### config.mk
export PLATFORM = sky130hd
export DESIGN_NAME = trigger_controller
export DESIGN_NICKNAME = d
export VERILOG_FILES = /design/src/rtl/trigger_controller.sv
export SDC_FILE = /design/constraint.sdc
export NUM_CORES = 1
export LEC_CHECK = 0
export CAP_MARGIN = 20
export CORE_ASPECT_RATIO = 0.75
export CORE_MARGIN = 2
export CORE_UTILIZATION = 45
export DETAILED_ROUTE_END_ITERATION = 8
export PLACE_DENSITY = 0.67
export RECOVER_POWER = 50
export SLEW_MARGIN = 20
export SYNTH_ARGS = -nofsm -noshare
export SYNTH_HDL_FRONTEND = slang
export SYNTH_SLANG_ARGS = --single-unit
### constraint.sdc
create_clock -name Clock -period 3.5 [get_ports Clock]
set_clock_uncertainty 0.1 [all_clocks]
set_input_delay 0.875 -clock Clock [delete_from_list [all_inputs] [get_ports Clock]]
set_output_delay 0.875 -clock Clock [all_outputs]
set_load 0.01 [all_outputs]
### src/rtl/trigger_controller.sv
// trigger_controller
//   Arms on an ASCII command, waits for a masked rising edge on any trigger
//   channel (or a forced trigger), holds Capturing high for POST_SAMPLES
//   cycles, then either returns to idle (single-shot) or re-arms after a
//   HOLDOFF-cycle pause (continuous).
//
// Ports
//   Clock        in   single rising-edge clock
//   Reset        in   asynchronous, active-high
//   Cmd          in   ASCII command byte
//                     'A' arm, 'a' abort, 'F' force, 'S' single-shot,
//                     'C' continuous, 'M' next byte is the channel mask
//   CmdValid     in   Cmd qualifier
//   TrigIn       in   per-channel trigger level, synchronous to Clock
//   TriggerArmed out  high while armed
//   Capturing    out  high while capturing
//   Triggered    out  one-cycle pulse on arming -> capture
//   CaptureDone  out  one-cycle pulse when a capture completes normally
//   TrigSource   out  channels behind the last trigger (zero when forced)
//   ContMode     out  0 = single-shot, 1 = continuous
module trigger_controller #(
    parameter int unsigned NUM_CH       = 4,
    parameter int unsigned POST_SAMPLES = 512,
    parameter int unsigned HOLDOFF      = 16
) (
    input  logic              Clock,
    input  logic              Reset,
    input  logic [7:0]        Cmd,
    input  logic              CmdValid,
    input  logic [NUM_CH-1:0] TrigIn,
    output logic              TriggerArmed,
    output logic              Capturing,
    output logic              Triggered,
    output logic              CaptureDone,
    output logic [NUM_CH-1:0] TrigSource,
    output logic              ContMode
);

    typedef enum logic [1:0] {
        ST_IDLE,
        ST_ARMED,
        ST_CAPTURE,
        ST_HOLDOFF
    } state_t;

    localparam logic [15:0] POST_LOAD = 16'(POST_SAMPLES - 1);
    localparam logic [15:0] HOLD_LOAD = 16'(HOLDOFF - 1);

    state_t            state;
    logic [15:0]       cnt;
    logic [NUM_CH-1:0] ch_mask;
    logic [NUM_CH-1:0] trig_prev;
    logic              mask_pending;

    logic              cmd_live;
    logic              cmd_arm;
    logic              cmd_abort;
    logic              cmd_force;
    logic              cmd_single;
    logic              cmd_cont;
    logic              cmd_mask;
    logic [NUM_CH-1:0] hit;
    logic              any_hit;

    // A byte that follows 'M' is mask data and never reaches the decoder.
    always_comb begin
        cmd_live   = CmdValid & ~mask_pending;
        cmd_arm    = cmd_live && (Cmd == 8'h41);
        cmd_abort  = cmd_live && (Cmd == 8'h61);
        cmd_force  = cmd_live && (Cmd == 8'h46);
        cmd_single = cmd_live && (Cmd == 8'h53);
        cmd_cont   = cmd_live && (Cmd == 8'h43);
        cmd_mask   = cmd_live && (Cmd == 8'h4D);
        hit        = TrigIn & ~trig_prev & ch_mask;
        any_hit    = |hit;
    end

    always_ff @(posedge Clock or posedge Reset) begin
        if (Reset) begin
            state        <= ST_IDLE;
            cnt          <= '0;
            ch_mask      <= '1;
            trig_prev    <= '1;
            mask_pending <= 1'b0;
            TriggerArmed <= 1'b0;
            Capturing    <= 1'b0;
            Triggered    <= 1'b0;
            CaptureDone  <= 1'b0;
            TrigSource   <= '0;
            ContMode     <= 1'b0;
        end else begin
            trig_prev   <= TrigIn;
            Triggered   <= 1'b0;
            CaptureDone <= 1'b0;

            if (CmdValid && mask_pending) begin
                ch_mask      <= Cmd[NUM_CH-1:0];
                mask_pending <= 1'b0;
            end
            if (cmd_mask)   mask_pending <= 1'b1;
            if (cmd_single) ContMode     <= 1'b0;
            if (cmd_cont)   ContMode     <= 1'b1;

            case (state)
                ST_IDLE: begin
                    if (cmd_arm) begin
                        state        <= ST_ARMED;
                        TriggerArmed <= 1'b1;
                    end
                end
                ST_ARMED: begin
                    // Abort wins over a hit; a hit wins over a force.
                    if (cmd_abort) begin
                        state        <= ST_IDLE;
                        TriggerArmed <= 1'b0;
                    end else if (any_hit || cmd_force) begin
                        state        <= ST_CAPTURE;
                        TriggerArmed <= 1'b0;
                        Capturing    <= 1'b1;
                        Triggered    <= 1'b1;
                        TrigSource   <= any_hit ? hit : '0;
                        cnt          <= POST_LOAD;
                    end
                end
                ST_CAPTURE: begin
                    // ContMode is sampled here, so a mode change made during
                    // the capture takes effect at its end.
                    if (cmd_abort) begin
                        state     <= ST_IDLE;
                        Capturing <= 1'b0;
                    end else if (cnt == 16'd0) begin
                        Capturing   <= 1'b0;
                        CaptureDone <= 1'b1;
                        if (ContMode) begin
                            state <= ST_HOLDOFF;
                            cnt   <= HOLD_LOAD;
                        end else begin
                            state <= ST_IDLE;
                        end
                    end else begin
                        cnt <= cnt - 16'd1;
                    end
                end
                ST_HOLDOFF: begin
                    if (cmd_abort) begin
                        state <= ST_IDLE;
                    end else if (cnt == 16'd0) begin
                        state        <= ST_ARMED;
                        TriggerArmed <= 1'b1;
                    end else begin
                        cnt <= cnt - 16'd1;
                    end
                end
                default: begin
                    state        <= ST_IDLE;
                    TriggerArmed <= 1'b0;
                    Capturing    <= 1'b0;
                end
            endcase
        end
    end

endmodule

Word level (Yosys, flattened, before mapping)
Index checks and enable logic that the tools add are counted.
{ "word_totals": {"ff_bits": 36, "inputBits": 15, "output_inout_bits": 9} }
{ "op_classes": {"n_addsub": 1, "n_eq_ne": 20, "n_mux": 39, "bitwise_logic": 6, "reduce_logical": 21} }
{ "ops": {"columns": ["op", "count"], "rows": [
  ["16-bit two-way mux", 7],
  ["8-bit by 7-bit equality test with 1-bit output, second input constant", 6],
  ["16-bit one-hot mux with 3 select lines", 1],
  ["1-bit two-way mux", 19],
  ["16-bit zero test", 1],
  ["2-bit two-way mux", 8],
  ["16-bit by 1-bit subtractor with 16-bit output, second input constant", 1],
  ["2-bit inequality test, second input constant", 7],
  ["3-bit inequality test, second input constant", 4],
  ["4-bit bitwise AND", 2],
  ["2-bit one-hot mux with 4 select lines", 1],
  ["4-bit AND reduction", 2],
  ["1-bit logical AND", 7],
  ["7-bit AND reduction", 1],
  ["2-bit nonzero test", 3],
  ["3-bit nonzero test", 2],
  ["5-bit AND reduction", 1],
  ["2-bit equality test, second input constant", 2],
  ["4-bit two-way mux", 1],
  ["4-bit inverter", 1],
  ["4-bit OR reduction", 1],
  ["1-bit one-hot mux with 3 select lines", 1],
  ["3-bit AND reduction", 1],
  ["2-bit by 1-bit equality test with 1-bit output, second input constant", 1],
  ["5 further kinds", 6]
]} }

Logic depth before layout (Yosys ltp)
{ "depth": {"ltp_word": 8, "depth_mapped": 8, "ltp_nobuf": 8} }

Worst setup path before layout
No wires, ideal clock.
{ "synth_timing": {"path_kind": "input-to-reg", "start": "in TrigIn[2]", "end": "reg cnt[3]", "arrival_ps": 2236, "slack_ps": 1099, "cell_stages": 8, "path_cell_list": "and3b_1 nor4b_1 a21o_1 buf_4 inv_2 buf_6 o2111ai_1 o211a_1"} }
{ "synth_via": {"elab_chain_cells": 6} }
{ "synth_rtl": {"columns": ["item", "line", "rtl"], "rows": [
  ["from (decl)", "30", "input logic [NUM_CH-1:0] TrigIn,"],
  ["4-bit bitwise AND (2 in a row)", "74", "hit = TrigIn & ~trig_prev & ch_mask;"],
  ["4-bit OR reduction", "75", "any_hit = |hit;"],
  ["1-bit logical OR", "116", "end else if (any_hit || cmd_force) begin"],
  ["2-bit inequality test (no line)", null, null],
  ["7-bit AND reduction (no line)", null, null],
  ["to (signal assigned)", "141", "cnt <= cnt - 16'd1;"],
  ["to (signal assigned)", "151", "cnt <= cnt - 16'd1;"],
  ["to (decl)", "50", "logic [15:0] cnt;"]
]} }
No other way between the ends.
A chain may end at the register's enable or synchronous reset.

Worst setup path after layout
{ "layout_timing": {"start": "in TrigIn[2]", "end": "reg cnt[12]"} }
The elaborated chain is that of the path after synthesis.

==> reports/qor.csv <==
metric,value,unit
outcome,"complete, but fails checks",
violations,"capacitance limit, slew limit",
yosys.area_share.adder,1.290,%
tns,0,ns
setup_slack,0.5434,ns
post-route-util,56.59,%
synthSimpleGateAreaFrac,25.94,%
crit_fanout,12,
drtPass1Iterations,4,
comb_power_share,22.3,%
period_share,84.47,%
timing.rr.end,cnt[2],
grt_pass1_vias,1580,
num_vias,1610,
htreeDepth,2,
power_frac_seq,48.5,%
synth.largest_area_cell,dfrtp_1,
rows,20,
p_leak,0.9570,nW
grt_max_degree,37,
pin_count,24,
die_y,60.86,um
ctsHoldBuffers,0,
hold_path.class,register to register,
worst_slew_pin_slew,1.843,ns
start_kind,primary input,
routed_wl,4.546,mm
r2r-start,cnt[5],
cp_data_arrival_time,3.04,ns
overflow,0,
max_freq,338.2,MHz
period_needed,2.957,ns
worstSetupEndpoint,cnt[12],
ys_ff_latch,36,
grt_pass1_wl,7.596,mm
hold_viol,0,
cts_root_buf,clkbuf_8,
cts_tree,built,
grt.busiest_layer,met2,
synth_mux_area_share,5.419,%
synth_compound_area_share,15.68,%
use_met3,5.357,%
antennaDiodeCount,0,
powerDensity,534.2,nW/um^2
switching_share,32.62,%
yosysWarningCount,0,
synth_xor_area_share,0,%
synth_cell_types,59,
synth_top_family_by_area,simple AND/OR/NAND/NOR gates,
synthCells,192,
async_flop_share,100.0,%
cts_num_sinks,36,
io_buffers,23,
grt_antenna_before_repair,0,
syn_nets,209,
clkLatencyLatePin,0.29,ns
dieArea,4857,um^2
fillers,363,
power_switching,0.4047,mW
die_x,79.81,um
p_int,0.8359,mW
crit_path_start,TrigIn[2],
pwr-share-clk,29.2,%
cts_resized,0,
syn_area_per_cell,10.10,um^2
drive_above_1_share,15.45,%
cts_buffers,5,
ant_nets,0,
synth.top_cell.area_share,36.13,%
ys.flop_type,dfrtp_1,
synth_edf_count,0,
drt_iter0_drc,134,
grt_use_met2,31.57,%
finalSetupViolCount,0,
syn-cell-area,1939,um^2
rsz0062_at_grt,false,
ys_top_cells_by_count,"dfrtp_1 (28), nand2_1 (23), inv_1 (12), nor2_1 (11)",
core,4104,um^2
ir_worst_vdd,326.6,uV
slew_headroom,-22.87,%
vias_per_cell,5.855,
rr_worst_depth,5,
crit_required,3.59,ns
fin_nets,236,
critical_path_class,primary input to register,
drcViolationCount,0,
track_usage,20.96,%
gp_congestion,0.8349,
post_drt_wl_per_cell,16.53,um
ys_seq_area_share,46.97,%
grt_use_met1,29.72,%
clk_path_buf_depth,2,
clk_pin_slew,0.08,ns
post_cts_buffers,0,
max_cap_violations,1,
syn_to_final_growth,19.74,%
final_max_slew_viol_count,37,
dpl.hpwl,3.259,mm
reg2reg_slack,1.04,ns
synth.most_common_cell,dfrtp_1,
start_util,47.26,%
synthTopCellsByArea,"dfrtp_1 (36%), dfstp_2 (11%), nand2_1 (4.5%)",
preCtsSetupSlack,0.3919,ns
end_kind,register,
==> stage by stage <==
step	hold WS, ns	total power [mW]	std cells	area [um^2]
floorplan	0.3515	0.7805	192	1939
global placement	0.3612	0.8740	267	2215
detailed placement	0.3669	0.8775	267	2215
CTS	0.3861	1.244	275	2326
global route	0.4244	1.311	275	2322
finish	0.3835	1.241	275	2322
==> flip-flops by register name, indices dropped and copies added, names as in the netlist <==
signal	flops
Capturing	1
CaptureDone	1
mask_pending	1
TrigSource	4
ContMode	1
cnt	16
ch_mask	4
TriggerArmed	1
Triggered	1
state	2
trig_prev	4
==> cell type report <==
cell class / instances / area [um^2] / share of cell area, %
clock buffer: 5 / 68.82 / 2.963
clock inverter: 3 / 42.54 / 1.832
inverter: 14 / 52.55 / 2.263
multi-input combinational: 137 / 937.1 / 40.36
sequential: 36 / 910.9 / 39.22
tap: 55 / 68.82 / 2.963
timing repair buffer: 25 / 241.5 / 10.40
==> placed cells by master (no fill, tap or decap), types with 2 or more instances in the layout <==
cell / Yosys / final
a21oi_1: 8 / 8
a22oi_1: 2 / 2
a2bb2oi_1: 3 / 3
a31oi_1: 4 / 4
and3_1: 3 / 3
and3b_1: 3 / 3
and4_1: 2 / 2
clkbuf_8: 0 / 5
clkdlybuf4s50_1: 0 / 19
dfrtp_1: 28 / 28
dfstp_2: 8 / 8
dlygate4sd3_1: 0 / 4
ha_1: 2 / 2
inv_1: 12 / 12
inv_2: 2 / 2
mux2_2: 4 / 4
mux2i_1: 6 / 6
nand2_1: 23 / 23
nand3_1: 6 / 6
nand4_1: 4 / 4
nor2_1: 11 / 11
nor2b_1: 3 / 3
nor3_1: 5 / 5
nor4_1: 3 / 3
nor4_2: 2 / 2
nor4b_1: 2 / 2
o21ai_0: 5 / 5
o21ai_1: 3 / 3
o22ai_1: 3 / 3
or3_1: 2 / 2
==> power groups by stage <==
stage	Combinational (mW)	Sequential, mW	Clock, mW
4_1_cts	0.278	0.599	0.368
5_1_grt	0.306	0.615	0.390
6_report	0.277	0.602	0.362
3_5_place_dp	0.271	0.606	0
3_3_place_gp	0.270	0.604	0
2_1_floorplan	0.206	0.575	0
==> critical path, cell delays in order <==
cell and delay (ns):
dlygate4sd3_1 0.56, and3b_1 0.18, nor4b_1 0.64, a21o_1 0.22
inv_2 0.11, nor2_2 0.16, inv_2 0.08, o211ai_1 0.21
==> routing by layer <==
metal | up-vias | routed length [um]
met1 | 775 | 2209
met5 | - | 0
met2 | 66 | 1964
met4 | 0 | 40
li1 | 764 | -
met3 | 5 | 331
==> worst min path at each step <==
stage,startpoint,endpoint,depth (start not counted)
3_3_place_gp,TrigSource[3],TrigSource[3],2
4_1_cts,TrigSource[3],TrigSource[3],2
6_report,TrigSource[3],TrigSource[3],2
3_5_place_dp,TrigSource[3],TrigSource[3],2
5_1_grt,TrigSource[1],TrigSource[1],2
2_1_floorplan,cnt[15],cnt[15],1
==> logic make-up after synthesis <==
group | Yosys count
simple gates | 81
buf+inv | 19
fa+ha+maj | 2
flops | 36
mux | 10
compound gates | 44
(Power assumes the default switching activity.)
